--- config.mk ---
export PLATFORM = sky130hd
export DESIGN_NAME = tone_frequency_detector
export DESIGN_NICKNAME = d
export VERILOG_FILES = /design/src/rtl/tone_detect_pkg.sv /design/src/rtl/tone_window_stats.sv /design/src/rtl/tone_frequency_detector.sv
export SDC_FILE = /design/constraint.sdc
export NUM_CORES = 1
export LEC_CHECK = 0
export BUFFER_PORTS_ARGS = -buffer_cell sky130_fd_sc_hd__buf_2
export CAP_MARGIN = 20
export CORE_MARGIN = 4
export CORE_UTILIZATION = 60
export DETAILED_ROUTE_END_ITERATION = 16
export GPL_ROUTABILITY_DRIVEN = 0
export PLACE_DENSITY = 0.79
export SKIP_LAST_GASP = 1
export SLEW_MARGIN = 40
export SYNTH_ARGS = -nofsm -noshare
export SYNTH_HDL_FRONTEND = slang
export SYNTH_SLANG_ARGS = --single-unit
export TNS_END_PERCENT = 10
--- constraint.sdc ---
create_clock -name CLK_32KHz -period 16.4 [get_ports CLK_32KHz]
set_clock_uncertainty 0.15 [all_clocks]
set_input_delay 3.28 -clock CLK_32KHz [delete_from_list [all_inputs] [get_ports CLK_32KHz]]
set_output_delay 3.28 -clock CLK_32KHz [all_outputs]
set_load 0.02 [all_outputs]
--- src/rtl/tone_detect_pkg.sv ---
`default_nettype none
// ============================================================================
// Module      : tone_detect_pkg
// Description : Shared types, constants and helpers for the tone frequency
//               detector (detector states, default thresholds, scaling).
// Revision    : 1.0 - initial release
// ============================================================================
package tone_detect_pkg;

    // Crossing detector states: armed when waiting for the high side
    typedef enum logic [0:0] {
        WAIT_LOW  = 1'b0,
        WAIT_HIGH = 1'b1
    } det_state_t;

    localparam int         SAMPLE_RATE  = 32000;
    localparam logic [7:0] DEFAULT_LOW  = 8'd112;
    localparam logic [7:0] DEFAULT_HIGH = 8'd144;
    localparam int         FREQ_MAX     = 16383;

    // Converts a crossing count to Hz (count << shift), clamped to 14 bits
    function automatic logic [13:0] scale_freq(input logic [10:0] crosses,
                                               input int          shift);
        logic [31:0] wide;
        wide = 32'(crosses) << shift;
        if (wide > 32'(FREQ_MAX)) begin
            return 14'(FREQ_MAX);
        end
        return wide[13:0];
    endfunction

endpackage : tone_detect_pkg
`default_nettype wire

--- src/rtl/tone_window_stats.sv ---
`default_nettype none
// ============================================================================
// Module      : tone_window_stats
// Description : Per-window min/max tracking of valid samples and derivation
//               of the adaptive crossing thresholds applied to the next
//               window. The swing of the window being closed is exposed
//               combinationally so the top level can qualify its result.
// Revision    : 1.0 - initial release
// ============================================================================
module tone_window_stats
    import tone_detect_pkg::*;
#(
    parameter int MIN_SWING = 16
) (
    input  logic       clk,
    input  logic       rst,
    input  logic [7:0] sample,
    input  logic       sample_valid,
    input  logic       window_close,
    output logic [7:0] low_thresh,
    output logic [7:0] high_thresh,
    output logic [7:0] swing
);

    localparam logic [8:0] c_min_swing = 9'(MIN_SWING);

    logic [7:0] r_min;
    logic [7:0] r_max;
    logic [7:0] r_low;
    logic [7:0] r_high;

    logic [7:0] w_min_inc;
    logic [7:0] w_max_inc;
    logic [7:0] w_swing;
    logic [8:0] w_sum;
    logic [7:0] w_mid;
    logic [7:0] w_hyst;
    logic [7:0] w_low_new;
    logic [7:0] w_high_new;
    logic       w_too_small;

    // Window extremes including the current sample, and threshold arithmetic
    always_comb begin
        w_min_inc = r_min;
        w_max_inc = r_max;
        if (sample_valid && (sample < r_min)) begin
            w_min_inc = sample;
        end
        if (sample_valid && (sample > r_max)) begin
            w_max_inc = sample;
        end
        // max >= min always holds here because the closing sample is valid
        w_swing     = w_max_inc - w_min_inc;
        w_sum       = {1'b0, w_min_inc} + {1'b0, w_max_inc};
        w_mid       = w_sum[8:1];
        w_hyst      = {3'b000, w_swing[7:3]};
        // mid - swing/8 stays >= min and mid + swing/8 stays <= max
        w_low_new   = w_mid - w_hyst;
        w_high_new  = w_mid + w_hyst;
        w_too_small = ({1'b0, w_swing} < c_min_swing);
    end

    // Extremes restart each window; thresholds latch at window close
    always_ff @(posedge clk) begin
        if (rst) begin
            r_min  <= 8'd255;
            r_max  <= 8'd0;
            r_low  <= DEFAULT_LOW;
            r_high <= DEFAULT_HIGH;
        end else if (sample_valid && window_close) begin
            r_min <= 8'd255;
            r_max <= 8'd0;
            if (w_too_small) begin
                r_low  <= DEFAULT_LOW;
                r_high <= DEFAULT_HIGH;
            end else begin
                r_low  <= w_low_new;
                r_high <= w_high_new;
            end
        end else if (sample_valid) begin
            r_min <= w_min_inc;
            r_max <= w_max_inc;
        end
    end

    assign low_thresh  = r_low;
    assign high_thresh = r_high;
    assign swing       = w_swing;

endmodule : tone_window_stats
`default_nettype wire

--- src/rtl/tone_frequency_detector.sv ---
`default_nettype none
// ============================================================================
// Module      : tone_frequency_detector
// Description : Measures the fundamental frequency of an 8-bit tone stream by
//               counting hysteresis-qualified rising crossings over a gate
//               window of valid samples; reports Hz and a tone-present flag.
// Revision    : 1.0 - initial release
// ============================================================================
module tone_frequency_detector
    import tone_detect_pkg::*;
#(
    parameter int GATE_SHIFT = 3,
    parameter int MIN_SWING  = 16
) (
    input  logic        CLK_32KHz,
    input  logic        reset,
    input  logic [7:0]  inputSample,
    input  logic        inputSampleValid,
    output logic [13:0] measuredFrequency,
    output logic        toneDetected,
    output logic        resultValid
);

    localparam int          c_gate      = SAMPLE_RATE >> GATE_SHIFT;
    localparam logic [14:0] c_last      = 15'(c_gate - 1);
    localparam logic [8:0]  c_min_swing = 9'(MIN_SWING);

    det_state_t  r_state;
    det_state_t  w_state_next;
    logic        w_crossing;

    logic [14:0] r_win_cnt;
    logic [10:0] r_cross;
    logic [10:0] w_cross_inc;
    logic        w_close;

    logic [7:0]  w_low_thresh;
    logic [7:0]  w_high_thresh;
    logic [7:0]  w_swing;
    logic        w_present;
    logic [13:0] w_freq;
    logic        w_detect;

    logic [13:0] r_freq;
    logic        r_detect;
    logic        r_result_valid;

    tone_window_stats #(
        .MIN_SWING (MIN_SWING)
    ) u_stats (
        .clk          (CLK_32KHz),
        .rst          (reset),
        .sample       (inputSample),
        .sample_valid (inputSampleValid),
        .window_close (w_close),
        .low_thresh   (w_low_thresh),
        .high_thresh  (w_high_thresh),
        .swing        (w_swing)
    );

    // The last valid sample of the gate closes the window on its own edge
    assign w_close = inputSampleValid && (r_win_cnt == c_last);

    // Crossing detector state register; never cleared at window boundaries
    always_ff @(posedge CLK_32KHz) begin
        if (reset) begin
            r_state <= WAIT_LOW;
        end else begin
            r_state <= w_state_next;
        end
    end

    // Hysteresis crossing detection: arm on low side, count on high side
    always_comb begin
        w_state_next = r_state;
        w_crossing   = 1'b0;
        if (inputSampleValid) begin
            case (r_state)
                WAIT_LOW: begin
                    if (inputSample <= w_low_thresh) begin
                        w_state_next = WAIT_HIGH;
                    end
                end
                WAIT_HIGH: begin
                    if (inputSample >= w_high_thresh) begin
                        w_state_next = WAIT_LOW;
                        w_crossing   = 1'b1;
                    end
                end
                default: begin
                    w_state_next = WAIT_LOW;
                end
            endcase
        end
    end

    // Crossing count including the current sample, and the window result
    always_comb begin
        w_cross_inc = r_cross;
        if (w_crossing && (r_cross != 11'h7FF)) begin
            w_cross_inc = r_cross + 11'd1;
        end
        w_present = ({1'b0, w_swing} >= c_min_swing);
        w_freq    = w_present ? scale_freq(w_cross_inc, GATE_SHIFT) : 14'd0;
        w_detect  = w_present && (w_cross_inc != 11'd0);
    end

    // Window sample counter and crossing counter, advanced by valid samples only
    always_ff @(posedge CLK_32KHz) begin
        if (reset) begin
            r_win_cnt <= 15'd0;
            r_cross   <= 11'd0;
        end else if (inputSampleValid) begin
            if (w_close) begin
                r_win_cnt <= 15'd0;
                r_cross   <= 11'd0;
            end else begin
                r_win_cnt <= r_win_cnt + 15'd1;
                r_cross   <= w_cross_inc;
            end
        end
    end

    // Result registers update only at window close; pulse follows that edge
    always_ff @(posedge CLK_32KHz) begin
        if (reset) begin
            r_freq         <= 14'd0;
            r_detect       <= 1'b0;
            r_result_valid <= 1'b0;
        end else begin
            r_result_valid <= w_close;
            if (w_close) begin
                r_freq   <= w_freq;
                r_detect <= w_detect;
            end
        end
    end

    assign measuredFrequency = r_freq;
    assign toneDetected      = r_detect;
    assign resultValid       = r_result_valid;

endmodule : tone_frequency_detector
`default_nettype wire

==> results.sh <==
export IMPL_run_status="complete, no violations"
export IMPL_synth_top_area_share_pct=29.6
export IMPL_rows=32
export IMPL_antenna_found_initial=0
export IMPL_crit_chain="buf_2 -> ha_1 -> a21oi_1 -> o21ai_0 -> a211oi_1 -> o21a_1 -> mux2i_1 -> inv_1 -> ha_1 -> inv_1 -> ha_1 -> or2_2 -> a221oi_2 -> mux2_2 -> or2_2 -> ha_1 -> nor2_1 -> and3_2 -> a2111o_1 -> a21oi_1 -> nor2_1 -> xor2_1 -> o22ai_2"
export IMPL_worstSetupEndpointType="register"
export IMPL_synth_edff_count=0
export IMPL_ir_worst_vdd_v=0.0000612
export IMPL_cp_required_ns=16.48
export IMPL_area_growth_pct=6.30
export IMPL_cp_slowest_stage_delay_ns=0.48
export IMPL_holdCritPathClass="reg -> reg"
export IMPL_overflow=0
export IMPL_ant_nets=0
export IMPL_cts_made_buffers=9
export IMPL_final_max_slew_violation_count=0
export IMPL_worstSetupPathType="in -> reg"
export IMPL_cts_root_buffer="clkbuf_8"
export IMPL_cap_violations=0
export IMPL_synth_cell_type_count=69
export IMPL_p_per_area_nw_per_um2=107
export IMPL_track_usage_pct=22.2
export IMPL_setup_tns_ns=0
export IMPL_die_area_um2=9510
export IMPL_core_um2=7770
export IMPL_yosysMostFrequentCell="dfxtp_1"
export IMPL_netlist_instances=566
export IMPL_dr_pass1_iters=5
export IMPL_cts_sinks=71
export IMPL_worst_pin_slew_ns=0.755
export IMPL_yosys_top_cells_area="dfxtp_1 (30%), ha_1 (15%), xnor2_1 (4.6%), inv_1 (4.5%), nor2_1 (4.3%)"
export IMPL_hold_violations=0
export IMPL_ios=27
export IMPL_critical_path_slowest_cell="o21a_1"
export IMPL_chipWidth_um=97.5
export IMPL_post_cts_resized=0
export IMPL_finalNetCount=656
export IMPL_final_core_util_pct=65.8
export IMPL_postCtsSetupRepairBufs=0
export IMPL_yosysWarnings=0
export IMPL_viasPerCell=5.66
export IMPL_min_period_ns=8.36
export IMPL_top_usage_layer="met2"
export IMPL_synth_flop_cell="dfxtp_1"
export IMPL_grtUsageMet2_pct=35.5
export IMPL_rsz0062_at_grt="false"
export IMPL_clk_pin_slew_worst_paths_ns=0.08
export IMPL_htreeDepth=3
export IMPL_ctsHoldBuffers=0
export IMPL_antenna_cells=0
export IMPL_fin_crit_sh_pct=51.0
export IMPL_drc=0
export IMPL_async_flop_share_pct=0
export IMPL_grt_pass1_wl_um=17600
export IMPL_syn_avg_cell_area_um2=8.49
export IMPL_cp_max_fo=11
export IMPL_drt_iter0_markers=273
export IMPL_setup_ws_ns=8.04
export IMPL_io_buffers=23
export IMPL_yosys_area_top_type="dfxtp_1"
export IMPL_grt_util_met1_pct=29.6
export IMPL_setup_viol=0
export IMPL_crit_arrival_ns=8.44
export IMPL_yosysSeqAreaShare_pct=29.6
export IMPL_cts_tree="built"
export IMPL_p_leak_nw=2.28
export IMPL_routed_wirelength_um=10400
export IMPL_synth_ff_latch_count=71
export IMPL_grt_use_met3_pct=3.95
export IMPL_critPathLaunchType="input pin"
export IMPL_clockBufferDepth=2
export IMPL_die_h_um=97.5
export IMPL_netlist_area_um2=4810
export IMPL_synth_top_cells_by_count="dfxtp_1 (71), ha_1 (59), inv_1 (57)"
export IMPL_grt_max_degree=26
export IMPL_clkLatencyLatePin_ns=0.35
export IMPL_relSlewSlack_pct=49.4
export IMPL_crit_path_frequent_cell="ha_1"
export IMPL_detailed_place_hpwl_um=7760
export IMPL_preCtsSetupSlack_ns=7.71
export IMPL_clock_fmax_mhz=120
export IMPL_wire_per_inst_um=15.1
export IMPL_drive_gt1_share_pct=11.6
export IMPL_start_util_pct=61.9
export IMPL_grt_pass1_vias=3880
export IMPL_num_vias=3902
worst max-delay path: cells and delay by family:
kind,cells,cell delay [ns]
simple gates,5,0.95
compound gates,8,1.88
fa+ha+maj,4,1.17
buf+inv,3,0.28
xor+xnor,1,0.17
mux,2,0.71
report_power, final:
group,total (W),internal (W),switching [W]
Clock,0.000122,0.0000534,0.0000688
Sequential,0.000178,0.000176,0.00000240
Combinational,0.000244,0.000101,0.000143
sequential cells by signal, indices dropped and copies added, names as in the netlist, 7 cells and up:
register	flops
u_stats.r_min	8
measuredFrequency	11
u_stats.r_max	8
r_win_cnt	15
r_cross	11
u_stats.high_thresh	8
u_stats.low_thresh	7
stage by stage:
step	hold WS [ns]	power [W]	cells	instance area, um2
floorplan	0.283	0.000377	568	4810
global placement	0.278	0.000412	675	4950
detailed placement	0.290	0.000418	675	4950
CTS	0.308	0.000542	690	5110
global route	0.338	0.000582	690	5110
finish	0.304	0.000544	690	5110
final timing paths:
check                                     from                                  end  slack [ns]  depth (start not counted)
max                             inputSample[2]  u_stats.high_thresh[6]$_SDFFE_PP0P_        8.04                         23
max reg2reg      u_stats.r_min[2]$_SDFFE_PP1P_  u_stats.high_thresh[6]$_SDFFE_PP0P_       10.78                         23
min reg2reg  measuredFrequency[5]$_SDFFE_PP0P_    measuredFrequency[5]$_SDFFE_PP0P_        0.30                          2
min          measuredFrequency[5]$_SDFFE_PP0P_    measuredFrequency[5]$_SDFFE_PP0P_        0.30                          2
logic make-up (layout without fill, tap and decap cells):
logic type / after synthesis / in the layout / synth area share, %
other: 1 / 3 / 0.0780
and+or+nand+nor: 182 / 182 / 18.6
AOI/OAI and AO/OA: 109 / 109 / 15.8
DFF: 71 / 71 / 29.6
muxes: 20 / 20 / 4.43
adders and majority gates: 61 / 61 / 16.2
xor gates and xnor gates: 42 / 42 / 7.81
buffers and inverters: 80 / 100 / 7.50
layer usage:
metal / part of all wire [%] / up-vias
li1: - / 1968
met1: 48 / 1810
met2: 45 / 96
met3: 4.6 / 28
met4: 2.7 / 0
met5: 0 / -
layout make-up:
cell class | instances | area (um2)
fillers | 655 | 2660
multi-input cells | 417 | 3030
well taps | 102 | 128
clock inverters | 6 | 38.8
clock buffers | 9 | 124
inverters | 58 | 218
repair buffers | 27 | 145
flip-flops and latches | 71 | 1420
placed cells by master, fill, tap and decap left out, drive strengths merged, types with 3 or more instances in the layout:
cell,instances
buf,27
clkbuf,9
clkinv,4
mux2,10
xor2,16
mux2i,10
a21o,3
dfxtp,71
or2,3
a32oi,3
nor2,55
nor4b,3
nand2b,10
o22ai,9
nand4,8
a22oi,4
nand3b,3
conb,3
o21ai,26
ha,59
nor3,9
and2,7
and3,6
nand2,47
o21bai,4
a31oi,4
a21oi,26
xnor2,26
inv,58
o31ai,4
nor2b,9
o21a,5
nand3,14
(Power assumes the default switching activity.)
